`src/rtl/seven_seg_pkg.sv`:
```
// rtl/seven_seg_pkg.sv - segment patterns and bit order shared by the scanner and its decoder
package seven_seg_pkg;

  // Active-low segment vector: bit 6 = a, bit 5 = b, ... bit 0 = g
  typedef logic [6:0] seg_t;

  // Named view of the same vector so the bit order is written down once
  typedef struct packed {
    logic a;
    logic b;
    logic c;
    logic d;
    logic e;
    logic f;
    logic g;
  } seg_bits_t;

  localparam seg_t SEG_0     = 7'b0000001;
  localparam seg_t SEG_1     = 7'b1001111;
  localparam seg_t SEG_2     = 7'b0010010;
  localparam seg_t SEG_3     = 7'b0000110;
  localparam seg_t SEG_4     = 7'b1001100;
  localparam seg_t SEG_5     = 7'b0100100;
  localparam seg_t SEG_6     = 7'b0100000;
  localparam seg_t SEG_7     = 7'b0001111;
  localparam seg_t SEG_8     = 7'b0000000;
  localparam seg_t SEG_9     = 7'b0000100;
  localparam seg_t SEG_DASH  = 7'b1111110;
  localparam seg_t SEG_BLANK = 7'b1111111;

  // Non-decimal codes show a dash so a bad value is visible rather than garbled
  function automatic seg_t seg_pattern(input logic [3:0] code);
    case (code)
      4'd0:    return SEG_0;
      4'd1:    return SEG_1;
      4'd2:    return SEG_2;
      4'd3:    return SEG_3;
      4'd4:    return SEG_4;
      4'd5:    return SEG_5;
      4'd6:    return SEG_6;
      4'd7:    return SEG_7;
      4'd8:    return SEG_8;
      4'd9:    return SEG_9;
      default: return SEG_DASH;
    endcase
  endfunction

endpackage

```
`src/rtl/seg7_decode.sv`:
```
// rtl/seg7_decode.sv - combinational BCD to active-low seven-segment decoder
module seg7_decode (
  input  logic [3:0] code,
  output logic [6:0] seg_n
);
  import seven_seg_pkg::*;

  // Pure table lookup; blanking is applied by the caller
  always_comb begin
    seg_n = seg_pattern(code);
  end

endmodule

```
`src/rtl/seven_segment_scanner.sv`:
```
// rtl/seven_segment_scanner.sv - multiplexed seven-segment scanner with blink and leading-zero blanking
module seven_segment_scanner #(
  parameter int NUM_DIGITS   = 4,
  parameter int SCAN_DIV     = 100000,
  parameter int BLINK_FRAMES = 64
) (
  input  logic                    clk,
  input  logic                    rst_n,
  input  logic                    enable,
  input  logic                    load,
  input  logic [4*NUM_DIGITS-1:0] bcd_in,
  input  logic [NUM_DIGITS-1:0]   dp_in,
  input  logic [NUM_DIGITS-1:0]   blink_mask,
  input  logic                    blank_lz,
  output logic [6:0]              seg_n,
  output logic                    dp_n,
  output logic [NUM_DIGITS-1:0]   an_n,
  output logic                    frame_done
);
  import seven_seg_pkg::*;

  localparam int IW = $clog2(NUM_DIGITS);
  localparam int PW = $clog2(SCAN_DIV);
  localparam int BW = (BLINK_FRAMES > 1) ? $clog2(BLINK_FRAMES) : 1;

  logic [PW-1:0]           presc;
  logic [IW-1:0]           idx;
  logic [BW-1:0]           blink_cnt;
  logic                    blink_phase;
  logic [4*NUM_DIGITS-1:0] pend_bcd;
  logic [4*NUM_DIGITS-1:0] act_bcd;
  logic [NUM_DIGITS-1:0]   pend_dp;
  logic [NUM_DIGITS-1:0]   act_dp;
  logic [NUM_DIGITS-1:0]   pend_blink;
  logic [NUM_DIGITS-1:0]   act_blink;

  logic                    tick;
  logic                    boundary;
  logic [3:0]              cur_code;
  logic                    cur_dp;
  logic                    cur_blink;
  logic                    upper_zero;
  logic                    lz_blank;
  logic                    blink_blank;
  logic [NUM_DIGITS-1:0]   an_sel;
  logic [6:0]              dec_seg;

  assign tick     = enable && (presc == PW'(SCAN_DIV - 1));
  assign boundary = tick && (idx == IW'(NUM_DIGITS - 1));

  // Slot prescaler; frozen while disabled so a re-enable resumes mid-slot
  always_ff @(posedge clk or negedge rst_n) begin
    if (!rst_n) begin
      presc <= '0;
    end else if (enable) begin
      presc <= tick ? '0 : presc + PW'(1);
    end
  end

  // Digit index advances once per slot and wraps at the frame boundary
  always_ff @(posedge clk or negedge rst_n) begin
    if (!rst_n) begin
      idx <= '0;
    end else if (tick) begin
      idx <= boundary ? '0 : idx + IW'(1);
    end
  end

  // Blink phase flips after every BLINK_FRAMES completed frames
  always_ff @(posedge clk or negedge rst_n) begin
    if (!rst_n) begin
      blink_cnt   <= '0;
      blink_phase <= 1'b0;
    end else if (boundary) begin
      if (blink_cnt == BW'(BLINK_FRAMES - 1)) begin
        blink_cnt   <= '0;
        blink_phase <= ~blink_phase;
      end else begin
        blink_cnt <= blink_cnt + BW'(1);
      end
    end
  end

  // Pending capture; the last load before a boundary is the one that gets displayed
  always_ff @(posedge clk or negedge rst_n) begin
    if (!rst_n) begin
      pend_bcd   <= '0;
      pend_dp    <= '0;
      pend_blink <= '0;
    end else if (load) begin
      pend_bcd   <= bcd_in;
      pend_dp    <= dp_in;
      pend_blink <= blink_mask;
    end
  end

  // Active values only change at a frame boundary, bypassing pending when load coincides
  always_ff @(posedge clk or negedge rst_n) begin
    if (!rst_n) begin
      act_bcd   <= '0;
      act_dp    <= '0;
      act_blink <= '0;
    end else if (boundary) begin
      act_bcd   <= load ? bcd_in     : pend_bcd;
      act_dp    <= load ? dp_in      : pend_dp;
      act_blink <= load ? blink_mask : pend_blink;
    end
  end

  // Select the current digit and work out whether it is blanked
  always_comb begin
    cur_code   = 4'd0;
    cur_dp     = 1'b0;
    cur_blink  = 1'b0;
    upper_zero = 1'b1;
    an_sel     = '1;
    for (int i = 0; i < NUM_DIGITS; i++) begin
      if (idx == IW'(i)) begin
        cur_code  = act_bcd[4*i +: 4];
        cur_dp    = act_dp[i];
        cur_blink = act_blink[i];
        an_sel[i] = 1'b0;
      end
      if ((IW'(i) >= idx) && (act_bcd[4*i +: 4] != 4'd0)) begin
        upper_zero = 1'b0;
      end
    end
    lz_blank    = blank_lz && (idx != '0) && upper_zero;
    blink_blank = blink_phase && cur_blink;
  end

  seg7_decode u_decode (
    .code  (cur_code),
    .seg_n (dec_seg)
  );

  // Registered drive of the display pins; disabled means everything dark
  always_ff @(posedge clk or negedge rst_n) begin
    if (!rst_n) begin
      seg_n <= SEG_BLANK;
      dp_n  <= 1'b1;
      an_n  <= '1;
    end else if (!enable) begin
      seg_n <= SEG_BLANK;
      dp_n  <= 1'b1;
      an_n  <= '1;
    end else begin
      seg_n <= (lz_blank || blink_blank) ? SEG_BLANK : dec_seg;
      dp_n  <= blink_blank ? 1'b1 : ~cur_dp;
      an_n  <= an_sel;
    end
  end

  // One-cycle pulse following the tick that closes a frame
  always_ff @(posedge clk or negedge rst_n) begin
    if (!rst_n) begin
      frame_done <= 1'b0;
    end else begin
      frame_done <= boundary;
    end
  end

endmodule

```
`config.mk`:
```
export PLATFORM = sky130hd
export DESIGN_NAME = seven_segment_scanner
export DESIGN_NICKNAME = d
export VERILOG_FILES = /design/src/rtl/seven_seg_pkg.sv /design/src/rtl/seg7_decode.sv /design/src/rtl/seven_segment_scanner.sv
export SDC_FILE = /design/constraint.sdc
export NUM_CORES = 1
export LEC_CHECK = 0
export BUFFER_PORTS_ARGS = -buffer_cell sky130_fd_sc_hd__buf_2
export CAP_MARGIN = 15
export CELL_PAD_IN_SITES_DETAIL_PLACEMENT = 0
export CELL_PAD_IN_SITES_GLOBAL_PLACEMENT = 2
export CORE_MARGIN = 8
export CORE_UTILIZATION = 35
export DETAILED_ROUTE_END_ITERATION = 7
export PLACE_DENSITY = 0.7
export SYNTH_ARGS = -nofsm -noshare
export SYNTH_HDL_FRONTEND = slang
export SYNTH_SLANG_ARGS = --single-unit
```
`constraint.sdc`:
```
create_clock -name clk -period 2.1 [get_ports clk]
set_input_delay 0.21 -clock clk [delete_from_list [all_inputs] [get_ports clk]]
set_output_delay 0.21 -clock clk [all_outputs]
set_load 0.02 [all_outputs]
```
* After elaboration in Yosys (flattened, before gate mapping) *
Memory sizes are Yosys's and may differ from the RTL's.
Cells that the tools add are included.

storage, ports and cells
  register bits = 87
  memory bits (read-only) = 112
  input port bits = 29
  word-level logic and storage cells = 77
  memories = 1

memories
  memory           depth  bits a word  rd ports  clocked after memory_dff  wr ports  RTL line             source
  (no name shown)  16     7            1         0                         0         seven_seg_pkg.sv:33  case (code)

cells by class
  add/sub/neg operators = 3
  order comparisons = 4
  equality and inequality tests = 5
  mux-type cells = 31
  bitwise operators = 2
  reduce and logical (&&, ||, !) cells = 17

operator list
  cell                   number
  $mux 4                 7
  $mux 1                 18
  $add 17x1->17 const B  1
  $eq 17x17->1 const B   1
  $mux 17                1
  $mux 16                1
  $reduce_bool 4->1      4
  $mux 7                 2
  $logic_and 1x1->1      9
  $add 6x1->6 const B    1
  $eq 6x6->1 const B     1
  $mux 6                 1
  $eq 2x2->1 const B     2
  $ge 1x2->1 const A     2
  $ge 2x2->1 const A     2
  $add 2x1->2 const B    1
  $eq 2x1->1 const B     1
  $logic_not 2->1        1
  $mux 2                 1
  $not 1->1              2
  $reduce_and 2->1       1
  $reduce_bool 2->1      1
  $logic_or 1x1->1       1

* Logic depth before layout (Yosys ltp) *
Gate-level depths: netlist (run 1).

  depth after elaboration = 10
  depth in mapped cells = 11

* Hierarchy *
Synthesis (run 1) repeated with hierarchy kept, for this count alone.

unflattened totals
  cell total of the unflattened synthesis = 330
  area total of the unflattened synthesis = 4027.6 um^2

by module, submodules not included
  module                 instances  cells each  area each (um^2)
  seven_segment_scanner  1          299         3797.4
  seg7_decode            1          31          230.2

* Least setup slack after synthesis (run 1) *
No wires, ideal clock.

  path type = register to register
  start point = reg idx[0]
  end point = reg seg_n[6]
  data arrival time = 2031 ps
  required time = 2016 ps
  setup slack = -15 ps
  stages on the path, launching flop included = 11
  path buffers = 0
  cell sequence = dfrtp_1 inv_1 ha_1 nor2b_1 a221o_1 a22o_1 inv_1 ha_1 mux2_4 nor2_1 o21ai_2

between the ends
  longest elaborated chain between the ends = 10

ends and longest elaborated chain
  element                                               RTL line                      source
  start: declaration                                    seven_segment_scanner.sv:27   logic [IW-1:0] idx;
  start signal: assignment                              seven_segment_scanner.sv:65   idx <= boundary ? '0 : idx + IW'(1);
  branches (longest 8 deep; another with $mem_v2 16x7)  n/a
  $mux 7 (*)                                            seven_segment_scanner.sv:148  seg_n <= (lz_blank || blink_blank) ? SEG_BLANK : dec_seg;
  $mux 7 (*)                                            seven_segment_scanner.sv:143  end else if (!enable) begin
  end signal: assignment                                seven_segment_scanner.sv:148
  end: declaration                                      seven_segment_scanner.sv:15   output logic [6:0] seg_n,

Mark *: on every way between the ends.
A chain may end at the register's enable or synchronous reset.

* Worst setup path after layout (run 1) *
  start point = reg idx[0]
  end point = reg seg_n[3]

The elaborated chain is that of the path after synthesis.

==> impl_metrics.csv, run 1 <==
group,metric,value,unit
status,run_status,"finished with violations",
status,failing_checks,"negative setup slack",
synth,post-synth-top-count-cell,"sky130_fd_sc_hd__dfrtp_1",
synth,mappedNetlistNets,353,
clocking,numCtsBuffers,9,
synth,synthFlopType,"sky130_fd_sc_hd__dfrtp_1",
synth,synth_area,0.00393,mm^2
timing,timing.setup.tns,-6.93,ps
global_route,vias_in_the_first_global_route,2667,
clocking,cts_num_sinks,87,
clocking,cts.htree.levels,3,
detailed_routing,drcViolationCount,0,
layout,fin_cells,534,
detailed_routing,detail-route-antenna-nets,0,
layout,final_area,0.00498,mm^2
global_route,grt_max_degree,48,
synth,postSynthCellCount,312,
timing,finalHoldViolations,0,
synth,postSynth.asyncResetShare,1.00,
clocking,tritoncts_clock_tree,"yes",
timing,fin_crit,2110,ps
timing,post-route-period-util,1.00,
power,post-layout-total-power,3500,uW
worst_setup_path,startpoint_type_of_the_worst_setup_path,"flip-flop",
layout,finalNetCount,430,
floorplan,rows,38,
synth,synth_warnings,0,
worst_setup_path,worst_r2r_endpoint,"seg_n[3]$_DFF_PN1_",
placed_design,routabilityCongestion,0.748,
power,power.density_cell_area,703,mW/mm^2
timing,worstMarginPinSlew,581,ps
layout,filler_cell_count,1007,
placed_design,dpl-instance-area,0.00449,mm^2
detailed_routing,vias_per_cell,4.76,
timing,finalWorstSetupSlack,-6.93,ps
layout,drive_above_1_share,0.472,
global_route,grt.overflow.total,0,
synth,ys_ff_latch,87,
floorplan,die_width,122,um
floorplan,floorplan.core_area,0.0109,mm^2
clocking,clk_latency,350,ps
synth,synth_enable_flop_cells,0,
detailed_routing,dr.first_iter.drc_count,112,
timing,finalClockSkew,15.5,ps
worst_setup_path,critPathArrivalTime,2400,ps
synth,synth.distinct_cells,51,
timing,setup_viol,1,
global_route,grt_util_all_layers,0.114,
placed_design,place.detailed.hpwl,5740,um
layout,layout-area-overhead-vs-synth,26.7,%
synth,synth_seq_area_share,0.558,
worst_setup_path,regToRegStartpoint,"idx[0]$_DFFE_PN0P_",
worst_setup_path,worstPathRequired,2390,ps
global_route,antenna_found_initial,0,
worst_setup_path,timing.critical_path.fanout_max,5,
detailed_routing,detail_route.wl_per_cell,15.0,um
floorplan,dieArea,0.0149,mm^2
floorplan,ioPinCount,42,
synth,netlist_top_cells_area,"sky130_fd_sc_hd__dfrtp_1, sky130_fd_sc_hd__mux2_2, sky130_fd_sc_hd__dfstp_2",
global_route,grt_first_pass_wirelength,13500,um
clocking,maximum_buffer_depth_of_the_clock_tree,2,
worst_setup_path,critical_path.endpoint,"seg_n[3]$_DFF_PN1_",
worst_setup_path,crit_path_category,"reg -> reg",
timing,achievable-frequency,475,MHz
min_path,timing.hold.worst.class,"in -> reg",
clocking,cts.clk_slew.worst_paths,100,ps
placed_design,placement.io_buffers,41,
synth,synthTopCellsByCount,"sky130_fd_sc_hd__dfrtp_1, sky130_fd_sc_hd__mux2_2, sky130_fd_sc_hd__nand2_1, sky130_fd_sc_hd__nor2_1",
detailed_routing,num_vias,2541,
detailed_routing,route.final.wire_length,8030,um
flow_run,max-cap-violations,0,
worst_setup_path,reg2regPathDepth,9,
power,static_leakage_power,0.00224,uW
layout,num_antenna_cells,0,
synth,synth_top_area_share,0.478,
timing,slew_headroom,0.613,
synth,yosysTopAreaCell,"sky130_fd_sc_hd__dfrtp_1",
detailed_routing,total_iterations_of_the_first_detailed_routing_run,4,
worst_setup_path,r2r_slack,-7,ps
synth,syn_area_per_cell,12.6,um^2
clocking,clock-root-buffer,"sky130_fd_sc_hd__clkbuf_8",
floorplan,fp.dieH,122,um
floorplan,initial_utilization,0.361,
worst_setup_path,worst_setup_path_start,"idx[0]$_DFFE_PN0P_",
timing,grt_setup_unrepaired,"yes",
placed_design,pre_cts_ws,-92.6,ps
timing,final_max_slew_viol_count,0,
power,ir_worst_vdd,453,uV
worst_setup_path,critical_path.endpoint_type,"flip-flop",
placed_design,placed_cells,509,
kinds of logic (layout without fill, tap and decap cells):
| logic type | after synthesis | after routing | share of synthesized area |
|---|---|---|---|
| compound gates | 35 | 35 | 0.0662 |
| mux | 54 | 54 | 0.155 |
| fa+ha+maj | 12 | 12 | 0.0382 |
| xor+xnor | 17 | 17 | 0.0379 |
| buf+inv | 24 | 106 | 0.0290 |
| simple gates | 83 | 83 | 0.116 |
| flops | 87 | 87 | 0.558 |
placed cells by master (no fill, tap or decap), types with 3 or more instances in the layout:
master | synthesis | layout
sky130_fd_sc_hd__xor2_1 | 5 | 5
sky130_fd_sc_hd__ha_1 | 12 | 3
sky130_fd_sc_hd__inv_4 | 0 | 3
sky130_fd_sc_hd__nand2_1 | 22 | 22
sky130_fd_sc_hd__o21ai_1 | 4 | 4
sky130_fd_sc_hd__buf_4 | 3 | 27
sky130_fd_sc_hd__buf_6 | 1 | 7
sky130_fd_sc_hd__dfrtp_1 | 75 | 74
sky130_fd_sc_hd__nand4_1 | 4 | 4
sky130_fd_sc_hd__nor2b_1 | 6 | 4
sky130_fd_sc_hd__nor2_1 | 20 | 19
sky130_fd_sc_hd__nand3_1 | 7 | 7
sky130_fd_sc_hd__mux2_2 | 50 | 50
sky130_fd_sc_hd__nor4_1 | 5 | 5
sky130_fd_sc_hd__buf_2 | 4 | 40
sky130_fd_sc_hd__inv_1 | 11 | 7
sky130_fd_sc_hd__buf_12 | 0 | 3
sky130_fd_sc_hd__xnor2_1 | 12 | 12
sky130_fd_sc_hd__ha_4 | 0 | 8
sky130_fd_sc_hd__o21ai_0 | 9 | 9
sky130_fd_sc_hd__dfstp_2 | 12 | 12
sky130_fd_sc_hd__mux2i_1 | 3 | 3
sky130_fd_sc_hd__clkbuf_8 | 0 | 10
repair_timing:
item / CTS / global route
hold buffers: 1 / 0
hold endpoints to repair: 32 / 0
endpoints found under the setup margin: 7 / 7
pin swaps: 1 / 11
buffers inserted: 1 / 7
gates resized for setup: 5 / 36
worst min path at each step:
stage / cells after the start / slack, ps / to / from
finish: 2 / 100 / pend_bcd[14]$_DFF_PN0_ / bcd_in[14]
global route: 2 / 80 / pend_bcd[14]$_DFF_PN0_ / bcd_in[14]
floorplan: 0 / -90 / act_bcd[0]$_DFFE_PN0P_ / rst_n
detailed placement: 1 / 230 / pend_bcd[6]$_DFF_PN0_ / rst_n
CTS: 2 / 80 / pend_bcd[14]$_DFF_PN0_ / bcd_in[14]
global placement: 1 / 230 / pend_bcd[6]$_DFF_PN0_ / rst_n
layer usage:
layer	share of wire	routed length, um	global-route usage
met3	0.044	350	0.0329
met4	0.010	80	0.0324
met5	0	0	0
met1	0.51	4110	0.159
met2	0.43	3490	0.166
report_power, final:
part | switching (uW) | internal [uW] | total (uW)
sequential | 80.4 | 1790 | 1870
clock | 607 | 709 | 1320
combinational | 160 | 152 | 312
total | 847 | 2650 | 3500
state kept, by name (all words and copies together), names as in the netlist:
register	cells
act_bcd	16
blink_phase	1
idx	2
seg_n	7
pend_bcd	16
blink_cnt	6
presc	17
act_blink	4
dp_n	1
an_n	4
pend_dp	4
pend_blink	4
frame_done	1
act_dp	4
area by class of cell:
type,instances,area (um^2),share of cell area
timing repair buffer,78,552,0.111
clock inverter,6,91.3,0.0183
inverter,12,52.6,0.0106
sequential,87,2190,0.441
multi-input combinational,201,1780,0.357
clock buffer,10,138,0.0276
tap,140,175,0.0352
metrics by stage:
step	hold slack, ps	utilization
2_1_floorplan	-85.6	-
3_3_place_gp	229	0.413
3_5_place_dp	231	0.413
4_1_cts	79.1	0.436
5_1_grt	75.7	0.457
6_report	96.9	0.457
critical path, stage by stage, from the launching register on:
cell                      delay, ps
sky130_fd_sc_hd__dfrtp_2        460
sky130_fd_sc_hd__inv_4           70
sky130_fd_sc_hd__ha_4           170
sky130_fd_sc_hd__nor2b_4        120
sky130_fd_sc_hd__a221o_1        340
sky130_fd_sc_hd__a22o_4         270
sky130_fd_sc_hd__ha_4           280
sky130_fd_sc_hd__nor2b_4         40
sky130_fd_sc_hd__o21ba_4        180
sky130_fd_sc_hd__o21ai_1        130
(Power assumes the default switching activity.)
==> run 2, diff against run 1 <==
--- a/config.mk
+++ b/config.mk
@@ -9,10 +9,13 @@
 export CAP_MARGIN = 15
 export CELL_PAD_IN_SITES_DETAIL_PLACEMENT = 0
 export CELL_PAD_IN_SITES_GLOBAL_PLACEMENT = 2
+export CORE_ASPECT_RATIO = 0.75
 export CORE_MARGIN = 8
 export CORE_UTILIZATION = 35
 export DETAILED_ROUTE_END_ITERATION = 7
 export PLACE_DENSITY = 0.7
+export SETUP_SLACK_MARGIN = 0.05
+export SKIP_LAST_GASP = 1
 export SYNTH_ARGS = -nofsm -noshare
 export SYNTH_HDL_FRONTEND = slang
 export SYNTH_SLANG_ARGS = --single-unit
==> run 2 against run 1 <==
The run now ends clean. Final area did not move. Setup slack improved by 25 ps. Clock skew fell by 9.1 ps. Worst hold slack improved by 17 ps. Via count fell by 0.24%. Sequential share of layout area barely moved. Highest routed layer unchanged.
==> impl_metrics.csv, run 2 (same netlist as run 1, synthesis figures left out) <==
group,metric,value,unit
status,run_status,"finished clean",
detailed_routing,detail_route.wl_per_cell,15.0,um
worst_setup_path,crit_path_category,"reg -> reg",
power,power.density_cell_area,790,mW/mm^2
detailed_routing,drcViolationCount,0,
power,static_leakage_power,0.00224,uW
detailed_routing,total_iterations_of_the_first_detailed_routing_run,4,
timing,timing.setup.tns,0,ps
placed_design,placement.io_buffers,41,
placed_design,routabilityCongestion,0.825,
global_route,grt_first_pass_wirelength,13800,um
floorplan,rows,33,
floorplan,ioPinCount,42,
timing,setup_viol,0,
timing,final_max_slew_viol_count,0,
placed_design,place.detailed.hpwl,5810,um
layout,reg.largest.list,"presc: 17 flops, act_bcd: 16 flops, pend_bcd: 16 flops",
timing,post-route-period-util,0.992,
flow_run,max-cap-violations,0,
timing,finalClockSkew,6.43,ps
timing,fin_crit,2080,ps
clocking,numCtsBuffers,9,
timing,finalHoldViolations,0,
detailed_routing,route.final.wire_length,7920,um
clocking,clock-root-buffer,"sky130_fd_sc_hd__clkbuf_16",
layout,finalNetCount,425,
layout,layout-area-overhead-vs-synth,26.7,%
layout,num_antenna_cells,0,
clocking,tritoncts_clock_tree,"yes",
clocking,cts.htree.levels,3,
worst_setup_path,worstPathRequired,2360,ps
placed_design,pre_cts_ws,-39.3,ps
layout,final_core_utilization,0.455,
min_path,worstHoldStart,"bcd_in[7]",
clocking,cts_num_sinks,87,
layout,max_ffs_per_register,17,
timing,finalWorstSetupSlack,17.8,ps
global_route,antenna_found_initial,0,
floorplan,fp.dieH,108,um
detailed_routing,detail-route-antenna-nets,0,
timing,worstMarginPinSlew,551,ps
min_path,timing.hold.worst.class,"in -> reg",
timing,fin_hold_ws,114,ps
global_route,grt_util_all_layers,0.114,
placed_design,placed_cells,505,
layout,final_common_cell,"sky130_fd_sc_hd__dfrtp_1",
global_route,grt.overflow.total,0,
worst_setup_path,critical_path.endpoint_type,"flip-flop",
worst_setup_path,startpoint_type_of_the_worst_setup_path,"flip-flop",
floorplan,die_width,138,um
worst_setup_path,regToRegStartpoint,"idx[0]$_DFFE_PN0P_",
floorplan,dieArea,0.0149,mm^2
timing,grt_setup_unrepaired,"yes",
floorplan,floorplan.core_area,0.0109,mm^2
detailed_routing,dr.first_iter.drc_count,99,
layout,fin_cells,529,
layout,max_flop_register,"presc",
worst_setup_path,timing.critical_path.fanout_max,5,
global_route,vias_in_the_first_global_route,2680,
global_route,grt_max_degree,47,
power,ir_worst_vdd,459,uV
layout,layout.cells.most_common_list,"sky130_fd_sc_hd__dfrtp_1, sky130_fd_sc_hd__mux2_2, sky130_fd_sc_hd__buf_2",
detailed_routing,vias_per_cell,4.79,
worst_setup_path,worst_setup_path_start,"idx[0]$_DFFE_PN0P_",
clocking,maximum_buffer_depth_of_the_clock_tree,2,
clocking,cts.clk_slew.worst_paths,60,ps
floorplan,initial_utilization,0.359,
timing,achievable-frequency,480,MHz
worst_setup_path,critPathArrivalTime,2340,ps
timing,slew_headroom,0.632,
layout,drive_above_1_share,0.463,
detailed_routing,num_vias,2535,
clocking,clk_latency,340,ps
run 2: per-stage QoR:
stage | total power (uW) | cell area, um^2
final | 3940 | 4980
after global routing | 4110 | 4980
after CTS | 3980 | 4840
after detailed placement | 2220 | 4470
after global placement | 2210 | 4470
after floorplan | 2080 | 3960
run 2: cell type report:
class,count,area (um^2)
repair buffers,73,483
clock buffers,11,253
multi-input cells,201,1740
flip-flops and latches,87,2190
inverters,12,50.0
well taps,140,175
fillers,1025,5960
clock inverters,5,80.1
run 2: final timing paths:
| path | endpoint | slack, ps | depth (start not counted) |
|---|---|---|---|
| max | seg_n[6]$_DFF_PN1_ | 20 | 10 |
| min | pend_bcd[7]$_DFF_PN0_ | 110 | 2 |
| max reg2reg | seg_n[6]$_DFF_PN1_ | 20 | 10 |
| min reg2reg | blink_cnt[5]$_DFFE_PN0P_ | 490 | 1 |
| max in group asynchronous | an_n[2]$_DFF_PN1_ | 1010 | 3 |
| min in group asynchronous | pend_dp[2]$_DFF_PN0_ | 400 | 2 |
run 2: layer usage:
| metal | up-vias | share of wire | GRT usage |
|---|---|---|---|
| met5 | - | 0 | 0 |
| met4 | 0 | 0.012 | 0.0441 |
| met3 | 9 | 0.034 | 0.0353 |
| met2 | 38 | 0.42 | 0.165 |
| met1 | 1247 | 0.54 | 0.157 |
| li1 | 1241 | - | - |
run 2: worst max-delay path, stage by stage, from the launching register on:
cell and delay, ps:
sky130_fd_sc_hd__dfrtp_2 480, sky130_fd_sc_hd__inv_4 110, sky130_fd_sc_hd__ha_4 150, sky130_fd_sc_hd__buf_6 110
sky130_fd_sc_hd__nand3b_1 70, sky130_fd_sc_hd__a221o_1 350, sky130_fd_sc_hd__buf_4 150, sky130_fd_sc_hd__ha_1 190
sky130_fd_sc_hd__mux2_4 260, sky130_fd_sc_hd__nor2_2 90, sky130_fd_sc_hd__o21ai_2 50
run 2: power breakdown:
part	internal, uW	switching, uW	leakage (uW)
Sequential	1800	82.2	0.00110
Clock	1100	637	0.000158
Combinational	155	161	0.000989
Total	3050	880	0.00224
run 2: timing repair:
action,4_1_cts,5_1_grt
hold buffers,1,0
setup buffers,1,6
pin swaps,3,3
resized for setup,5,22
hold endpoints to repair,40,0
setup endpoints to repair,7,32
